<file path="src/rtl/resource_pool_lock_if.sv">
// rtl/resource_pool_lock_if.sv - SIC-side request/grant bundle for resource_pool_lock
//
// Signals (NUM_SICS requesters, NUM_UNITS pooled units, ID_WIDTH issue IDs):
//   req                  per-SIC request
//   req_issue_id         per-SIC issue ID of the requesting packet
//   release_lock         per-SIC one-cycle release pulse
//   grant                per-SIC: holds a unit and req is high
//   grant_unit           per-SIC unit index held (0 when not holding)
//   unit_busy            per-unit held flag
//   unit_owner           per-unit owning SIC (0 when free)
//   err_spurious_release sticky: release seen from a SIC holding nothing
// Modports: master = SIC side (drives requests), slave = lock block.

interface resource_pool_lock_if #(
    parameter int NUM_SICS  = 4,
    parameter int NUM_UNITS = 2,
    parameter int ID_WIDTH  = 4
) ();
    localparam int UW = (NUM_UNITS > 1) ? $clog2(NUM_UNITS) : 1;
    localparam int SW = (NUM_SICS > 1) ? $clog2(NUM_SICS) : 1;

    logic [NUM_SICS-1:0]                req;
    logic [NUM_SICS-1:0][ID_WIDTH-1:0]  req_issue_id;
    logic [NUM_SICS-1:0]                release_lock;
    logic [NUM_SICS-1:0]                grant;
    logic [NUM_SICS-1:0][UW-1:0]        grant_unit;
    logic [NUM_UNITS-1:0]               unit_busy;
    logic [NUM_UNITS-1:0][SW-1:0]       unit_owner;
    logic                               err_spurious_release;

    modport master (
        output req, req_issue_id, release_lock,
        input  grant, grant_unit, unit_busy, unit_owner, err_spurious_release
    );

    modport slave (
        input  req, req_issue_id, release_lock,
        output grant, grant_unit, unit_busy, unit_owner, err_spurious_release
    );
endinterface

</file>
<file path="src/rtl/resource_pool_lock.sv">
// rtl/resource_pool_lock.sv - arbitrated ownership lock for a pool of identical units
//
// Ports:
//   clk    clock
//   rst_n  asynchronous active-low reset; frees every unit and clears the error flag
//   bus    resource_pool_lock_if.slave (requests in; grants, unit table, error out)
// Build option:
//   RPL_AGE_PRIORITY_EN defined   -> winners ordered oldest issue ID first
//                                    (wrap-around compare, ties to lower SIC index)
//   RPL_AGE_PRIORITY_EN undefined -> round-robin from a registered pointer,
//                                    issue IDs ignored

module resource_pool_lock #(
    parameter int NUM_SICS  = 4,
    parameter int NUM_UNITS = 2,
    parameter int ID_WIDTH  = 4
) (
    input  logic                  clk,
    input  logic                  rst_n,
    resource_pool_lock_if.slave   bus
);
    localparam int UW = (NUM_UNITS > 1) ? $clog2(NUM_UNITS) : 1;
    localparam int SW = (NUM_SICS > 1) ? $clog2(NUM_SICS) : 1;

    typedef enum logic {
        U_FREE = 1'b0,
        U_HELD = 1'b1
    } unit_state_t;

    unit_state_t                   unit_st     [NUM_UNITS];
    unit_state_t                   unit_st_nxt [NUM_UNITS];
    logic [NUM_UNITS-1:0][SW-1:0]  unit_own;
    logic [NUM_UNITS-1:0][SW-1:0]  unit_own_nxt;
    logic                          err_q;
    logic                          err_nxt;

    logic [NUM_SICS-1:0]           holding;
    logic [NUM_SICS-1:0][UW-1:0]   hold_unit;

`ifndef RPL_AGE_PRIORITY_EN
    logic [SW-1:0]                 rr_ptr;
    logic [SW-1:0]                 rr_ptr_nxt;
`endif

`ifdef RPL_AGE_PRIORITY_EN
    // A is older than B when (A - B) mod 2^ID_WIDTH has its top bit set.
    function automatic logic is_older(input logic [ID_WIDTH-1:0] a,
                                      input logic [ID_WIDTH-1:0] b);
        logic [ID_WIDTH-1:0] diff;
        diff = a - b;
        return diff[ID_WIDTH-1];
    endfunction
`endif

    // Per-SIC view of the unit table; a SIC owns at most one unit.
    always_comb begin
        holding   = '0;
        hold_unit = '0;
        for (int u = 0; u < NUM_UNITS; u++) begin
            for (int i = 0; i < NUM_SICS; i++) begin
                if (unit_st[u] == U_HELD && unit_own[u] == SW'(i)) begin
                    holding[i]   = 1'b1;
                    hold_unit[i] = UW'(u);
                end
            end
        end
    end

    always_ff @(posedge clk or negedge rst_n) begin
        if (!rst_n) begin
            for (int u = 0; u < NUM_UNITS; u++) begin
                unit_st[u] <= U_FREE;
            end
            unit_own <= '0;
            err_q    <= 1'b0;
`ifndef RPL_AGE_PRIORITY_EN
            rr_ptr   <= '0;
`endif
        end else begin
            for (int u = 0; u < NUM_UNITS; u++) begin
                unit_st[u] <= unit_st_nxt[u];
            end
            unit_own <= unit_own_nxt;
            err_q    <= err_nxt;
`ifndef RPL_AGE_PRIORITY_EN
            rr_ptr   <= rr_ptr_nxt;
`endif
        end
    end

    always_comb begin
        logic [NUM_SICS-1:0] remaining;
        logic                found;
        logic [SW-1:0]       best;
`ifndef RPL_AGE_PRIORITY_EN
        logic                alloc_any;
        logic [SW-1:0]       last_win;
        logic [SW-1:0]       idx;
`endif
        for (int u = 0; u < NUM_UNITS; u++) begin
            unit_st_nxt[u] = unit_st[u];
        end
        unit_own_nxt = unit_own;
        err_nxt      = err_q | (|(bus.release_lock & ~holding));
        remaining    = bus.req & ~holding & ~bus.release_lock;
        found        = 1'b0;
        best         = '0;
`ifndef RPL_AGE_PRIORITY_EN
        rr_ptr_nxt   = rr_ptr;
        alloc_any    = 1'b0;
        last_win     = '0;
        idx          = '0;
`endif

        // Owner releases first so the freed unit joins this cycle's free set.
        for (int u = 0; u < NUM_UNITS; u++) begin
            if (unit_st[u] == U_HELD && bus.release_lock[unit_own[u]]) begin
                unit_st_nxt[u]  = U_FREE;
                unit_own_nxt[u] = '0;
            end
        end

        // Walking units in index order hands the k-th winner the k-th lowest free unit.
        for (int u = 0; u < NUM_UNITS; u++) begin
            if (unit_st_nxt[u] == U_FREE) begin
                found = 1'b0;
                best  = '0;
`ifdef RPL_AGE_PRIORITY_EN
                // Strictly-older replaces, so equal IDs keep the lower index.
                for (int i = 0; i < NUM_SICS; i++) begin
                    if (remaining[i] &&
                        (!found || is_older(bus.req_issue_id[i], bus.req_issue_id[best]))) begin
                        found = 1'b1;
                        best  = SW'(i);
                    end
                end
`else
                for (int j = 0; j < NUM_SICS; j++) begin
                    idx = SW'((int'(rr_ptr) + j) % NUM_SICS);
                    if (!found && remaining[idx]) begin
                        found = 1'b1;
                        best  = idx;
                    end
                end
`endif
                if (found) begin
                    unit_st_nxt[u]  = U_HELD;
                    unit_own_nxt[u] = best;
                    remaining[best] = 1'b0;
`ifndef RPL_AGE_PRIORITY_EN
                    alloc_any       = 1'b1;
                    last_win        = best;
`endif
                end
            end
        end

`ifndef RPL_AGE_PRIORITY_EN
        if (alloc_any) begin
            rr_ptr_nxt = SW'((int'(last_win) + 1) % NUM_SICS);
        end
`endif
    end

    always_comb begin
        bus.unit_busy  = '0;
        bus.unit_owner = '0;
        for (int u = 0; u < NUM_UNITS; u++) begin
            bus.unit_busy[u]  = (unit_st[u] == U_HELD);
            bus.unit_owner[u] = (unit_st[u] == U_HELD) ? unit_own[u] : '0;
        end
    end

    assign bus.grant                = holding & bus.req;
    assign bus.grant_unit           = hold_unit;
    assign bus.err_spurious_release = err_q;

endmodule
</file>
<file path="src/flat_wrapper.sv">
// flat-port wrapper written by rule: the top's interface ports become plain ports
module resource_pool_lock_flat 
#(
    parameter int NUM_SICS  = 4,
    parameter int NUM_UNITS = 2,
    parameter int ID_WIDTH  = 4
)
  (clk, rst_n, bus_req, bus_req_issue_id, bus_release_lock, bus_grant, bus_grant_unit, bus_unit_busy, bus_unit_owner, bus_err_spurious_release);
  resource_pool_lock_if #(.NUM_SICS(NUM_SICS), .NUM_UNITS(NUM_UNITS), .ID_WIDTH(ID_WIDTH)) bus_i ();
  input  logic clk;
  input  logic rst_n;
  input wire logic [$bits(bus_i.req)-1:0] bus_req;
  input wire logic [$bits(bus_i.req_issue_id)-1:0] bus_req_issue_id;
  input wire logic [$bits(bus_i.release_lock)-1:0] bus_release_lock;
  output wire logic [$bits(bus_i.grant)-1:0] bus_grant;
  output wire logic [$bits(bus_i.grant_unit)-1:0] bus_grant_unit;
  output wire logic [$bits(bus_i.unit_busy)-1:0] bus_unit_busy;
  output wire logic [$bits(bus_i.unit_owner)-1:0] bus_unit_owner;
  output wire logic [$bits(bus_i.err_spurious_release)-1:0] bus_err_spurious_release;
  assign bus_i.req = bus_req;
  assign bus_i.req_issue_id = bus_req_issue_id;
  assign bus_i.release_lock = bus_release_lock;
  assign bus_grant = bus_i.grant;
  assign bus_grant_unit = bus_i.grant_unit;
  assign bus_unit_busy = bus_i.unit_busy;
  assign bus_unit_owner = bus_i.unit_owner;
  assign bus_err_spurious_release = bus_i.err_spurious_release;
  resource_pool_lock #(.NUM_SICS(NUM_SICS), .NUM_UNITS(NUM_UNITS), .ID_WIDTH(ID_WIDTH)) u_core (.clk(clk), .rst_n(rst_n), .bus(bus_i));
endmodule
</file>
<file path="config.mk">
export PLATFORM = sky130hd
export DESIGN_NAME = resource_pool_lock_flat
export DESIGN_NICKNAME = d
export VERILOG_FILES = /design/src/rtl/resource_pool_lock_if.sv /design/src/rtl/resource_pool_lock.sv /design/src/flat_wrapper.sv
export SDC_FILE = /design/constraint.sdc
export NUM_CORES = 1
export LEC_CHECK = 0
export ABC_AREA = 1
export BUFFER_PORTS_ARGS = -buffer_cell sky130_fd_sc_hd__buf_2
export CAP_MARGIN = 0
export CORE_MARGIN = 3
export CORE_UTILIZATION = 55
export CTS_BUF_LIST = sky130_fd_sc_hd__clkbuf_16
export DETAILED_ROUTE_END_ITERATION = 10
export PLACE_DENSITY = 0.83
export SKIP_CTS_REPAIR_TIMING = 1
export SLEW_MARGIN = 15
export SYNTH_ARGS = -nofsm -noshare
export SYNTH_HDL_FRONTEND = slang
export SYNTH_SLANG_ARGS = --single-unit
</file>
<file path="constraint.sdc">
create_clock -name clk -period 3.9 [get_ports clk]
set_input_delay 0.195 -clock clk [delete_from_list [all_inputs] [get_ports clk]]
set_output_delay 0.195 -clock clk [all_outputs]
set_load 0.02 [all_outputs]
</file>
==> out/summary.log <==
qor: detailed_routing.route.detailed.wl_per_inst 11.83 um
qor: clock_tree.number_of_buffers_created_by_cts 3
qor: synth.synth_area_per_cell 5.625 um2
qor: setup_path.setup.worst_path.start_class register
qor: worst_hold_path.whs_path_depth 2
qor: clock_tree.worst_setup_hold_path_clk_slew 0.04 ns
qor: synth.synth-seq-cells 9
qor: sta.hold_slack 0.2419 ns
qor: grt.globalRouteTotalUtil 0.2323
qor: die.num_rows 17
qor: cells_and_area.design_area 0.001530 mm2
qor: grt.maximum_number_of_pins_on_one_net_before_global_route_repair 15
qor: sta.slew_at_the_pin_closest_to_its_max_slew_limit 0.5173 ns
qor: cells_and_area.insertedDiodeCount 0
qor: cells_and_area.final_common_cell nand2_1
qor: synth.ys_seq_area_frac 0.1682
qor: grt.initial_antenna_violation_count 0
qor: setup_path.worst_r2r_startpoint u_core.rr_ptr[0]
qor: detailed_routing.wl_met1 1577 um
qor: clock_tree.ctsLongestPathBuffers 2
qor: clock_tree.cts.sinks 9
qor: synth.synth.net_count 264
qor: place.final_gp_congestion 0.8941
qor: die.design.core.area 0.002255 mm2
qor: sta.worst_slew_margin_rel 0.6551
qor: clock_tree.clk_latency 0.24 ns
qor: sta.timing.final.max_slew_violations 0
qor: place.dp.final_hpwl 2620 um
qor: detailed_routing.routed_vias_inst 5.510
qor: sta.setup-tns-final 0 ns
qor: sta.finish_stage_setup_viols 0
qor: setup_path.timing.critical_path.required 4.01 ns
qor: detailed_routing.drtIter0Drc 72
qor: die.design.die.area 0.003062 mm2
qor: detailed_routing.dr.pass1.iters 4
qor: detailed_routing.routed-wl-met3 251 um
qor: place.placed_area 0.001441 mm2
qor: worst_hold_path.min_to u_core.bus.err_spurious_release
qor: setup_path.worst-r2r-setup-slack 0.88 ns
qor: detailed_routing.total_length_of_routed_wires 3408 um
qor: synth.synth-warning-count 0
qor: die.ioPinCount 41
qor: clock_tree.cts_tree done
qor: detailed_routing.drc 0
qor: setup_path.end_of_the_worst_register_to_register_path u_core.rr_ptr[1]
qor: sta.timing.clock.skew 0.004858 ns
qor: detailed_routing.route.vias.total 1587
qor: detailed_routing.maxUsedRoutingLayer met4
qor: setup_path.largest_fanout_on_the_critical_path 14
qor: cells_and_area.fillers 210
qor: cells_and_area.utilization 0.6787
qor: cells_and_area.fraction_of_layout_instances_using_a_drive_strength_above_1 0.1962
qor: sta.min_period_over_period 0.7753
qor: run.max_cap_viol_count 0
qor: setup_path.worst_r2r_path_depth 17
qor: setup_path.timing.critical_path.to_type register
qor: sta.timing_limited_maximum_frequency 330.7 MHz
qor: cells_and_area.layout_common_cells nand2_1, nand3_1, inv_1
qor: sta.grt_setup_unrepaired no
qor: die.floorplan.die.width 55.34 um
qor: clock_tree.root_buffer clkbuf_16
qor: grt.first_global_vias 1404
qor: setup_path.arrival 3.13 ns
qor: run_status.run_status completed
qor: sta.post-route-min-period 3.024 ns
qor: detailed_routing.antenna_left 0
qor: worst_hold_path.hold_start bus_release_lock[3]
qor: die.initial_cell_density_of_the_core 0.5938
qor: setup_path.worstSetupPathType register to register
qor: detailed_routing.dr_wl_met2 1563 um
qor: worst_hold_path.holdCritPathClass input port to register
qor: cells_and_area.design.final.nets 287
qor: clock_tree.number_of_h_tree_levels 1
qor: cells_and_area.syn2layout_area_growth 14.30%
qor: grt.gr-total-overflow 0
qor: synth.syn_inst 238
qor: sta.hold_viol 0
qor: place.total_of_buffers_placed_on_input_and_output_ports 24
qor: synth.post_synth_num_cell_types 25
qor: die.chipHeight 55.34 um
qor: grt.grt_pass1_wl 5989 um
qor: synth.mappedNetlistArea 0.001339 mm2
## metal layers
metal,vias up,track usage
met3,2,0.04907
met5,-,0
met1,701,0.3020
li1,820,-
met4,0,0.06250
met2,64,0.3868
## flip-flops by register name, indices dropped and copies added, names as in the netlist
| signal | count |
|---|---|
| u_core.bus.unit_busy | 2 |
| u_core.unit_own | 4 |
| u_core.rr_ptr | 2 |
| u_core.bus.err_spurious_release | 1 |
## worst max-delay path by stage
stage / startpoint / end / depth (start not counted)
2_1_floorplan: u_core.bus.unit_busy[1] / u_core.rr_ptr[1] / 20
3_3_place_gp: u_core.rr_ptr[0] / u_core.rr_ptr[1] / 17
3_5_place_dp: u_core.rr_ptr[0] / u_core.rr_ptr[1] / 17
4_1_cts: u_core.rr_ptr[0] / u_core.rr_ptr[1] / 17
5_1_grt: u_core.rr_ptr[0] / u_core.rr_ptr[1] / 21
6_report: u_core.rr_ptr[0] / u_core.rr_ptr[1] / 17
## worst max-delay path: stages, from the launching register on
cell	delay (ns)
dfrtp_1	0.66
inv_1	0.35
nand4_1	0.24
nand3_1	0.10
nand2_2	0.14
a21oi_1	0.08
nand2_1	0.12
nand3_1	0.15
o21bai_1	0.25
nand3_1	0.12
nand2_2	0.14
nand3_2	0.09
nor2_2	0.12
nor2_2	0.07
nand2_2	0.09
nand2_1	0.05
nand2_1	0.06
nand3_1	0.07
## cell type report
cell class	instances	area, um2	area share
multi-input combinational	183	914.6	0.5977
timing repair buffer	25	130.1	0.08504
inverter	39	146.4	0.09567
tap	28	35.03	0.02289
sequential	9	225.2	0.1472
clock buffer	3	75.07	0.04906
clock inverter	1	3.754	0.002453
## kinds of logic (layout without fill, tap and decap cells)
family                 Yosys count  in the layout  synth area share
AO/OA/AOI/OAI                   22             22           0.09439
buffers and inverters           46             68            0.1486
AND/OR/NAND/NOR                160            160            0.5766
XOR/XNOR                         1              1           0.01215
flip-flops                       9              9            0.1682
## cells in the mapped netlist (all sizes together)
| cell | instances | area (um2) |
|---|---|---|
| nand3b | 1 | 7.510 |
| o31ai | 1 | 7.510 |
| dfrtp | 9 | 225.2 |
| a2111o | 1 | 11.26 |
| o21ai | 6 | 30.03 |
| a22oi | 1 | 7.510 |
| nand4 | 13 | 81.33 |
| o21bai | 2 | 15.01 |
| xnor2 | 1 | 16.27 |
| nand3 | 47 | 255.3 |
| clkinv | 2 | 7.510 |
| inv | 37 | 138.9 |
| a21oi | 11 | 55.05 |
| buf | 7 | 52.54 |
| nor3b | 1 | 12.51 |
| nand2 | 76 | 312.8 |
| nor2 | 21 | 96.34 |
| and2 | 1 | 6.260 |
## metrics by stage
| step | cells | setup WS (ns) |
|---|---|---|
| final | 288 | 0.8764 |
| after global routing | 288 | 0.5297 |
| after CTS | 287 | 0.9124 |
| after detailed placement | 283 | 0.9249 |
| after global placement | 283 | 0.9146 |
| after floorplan | 238 | 1.426 |
Power is not shown: default switching activity piles up to over one toggle a cycle in this logic, so the estimate is an artifact.
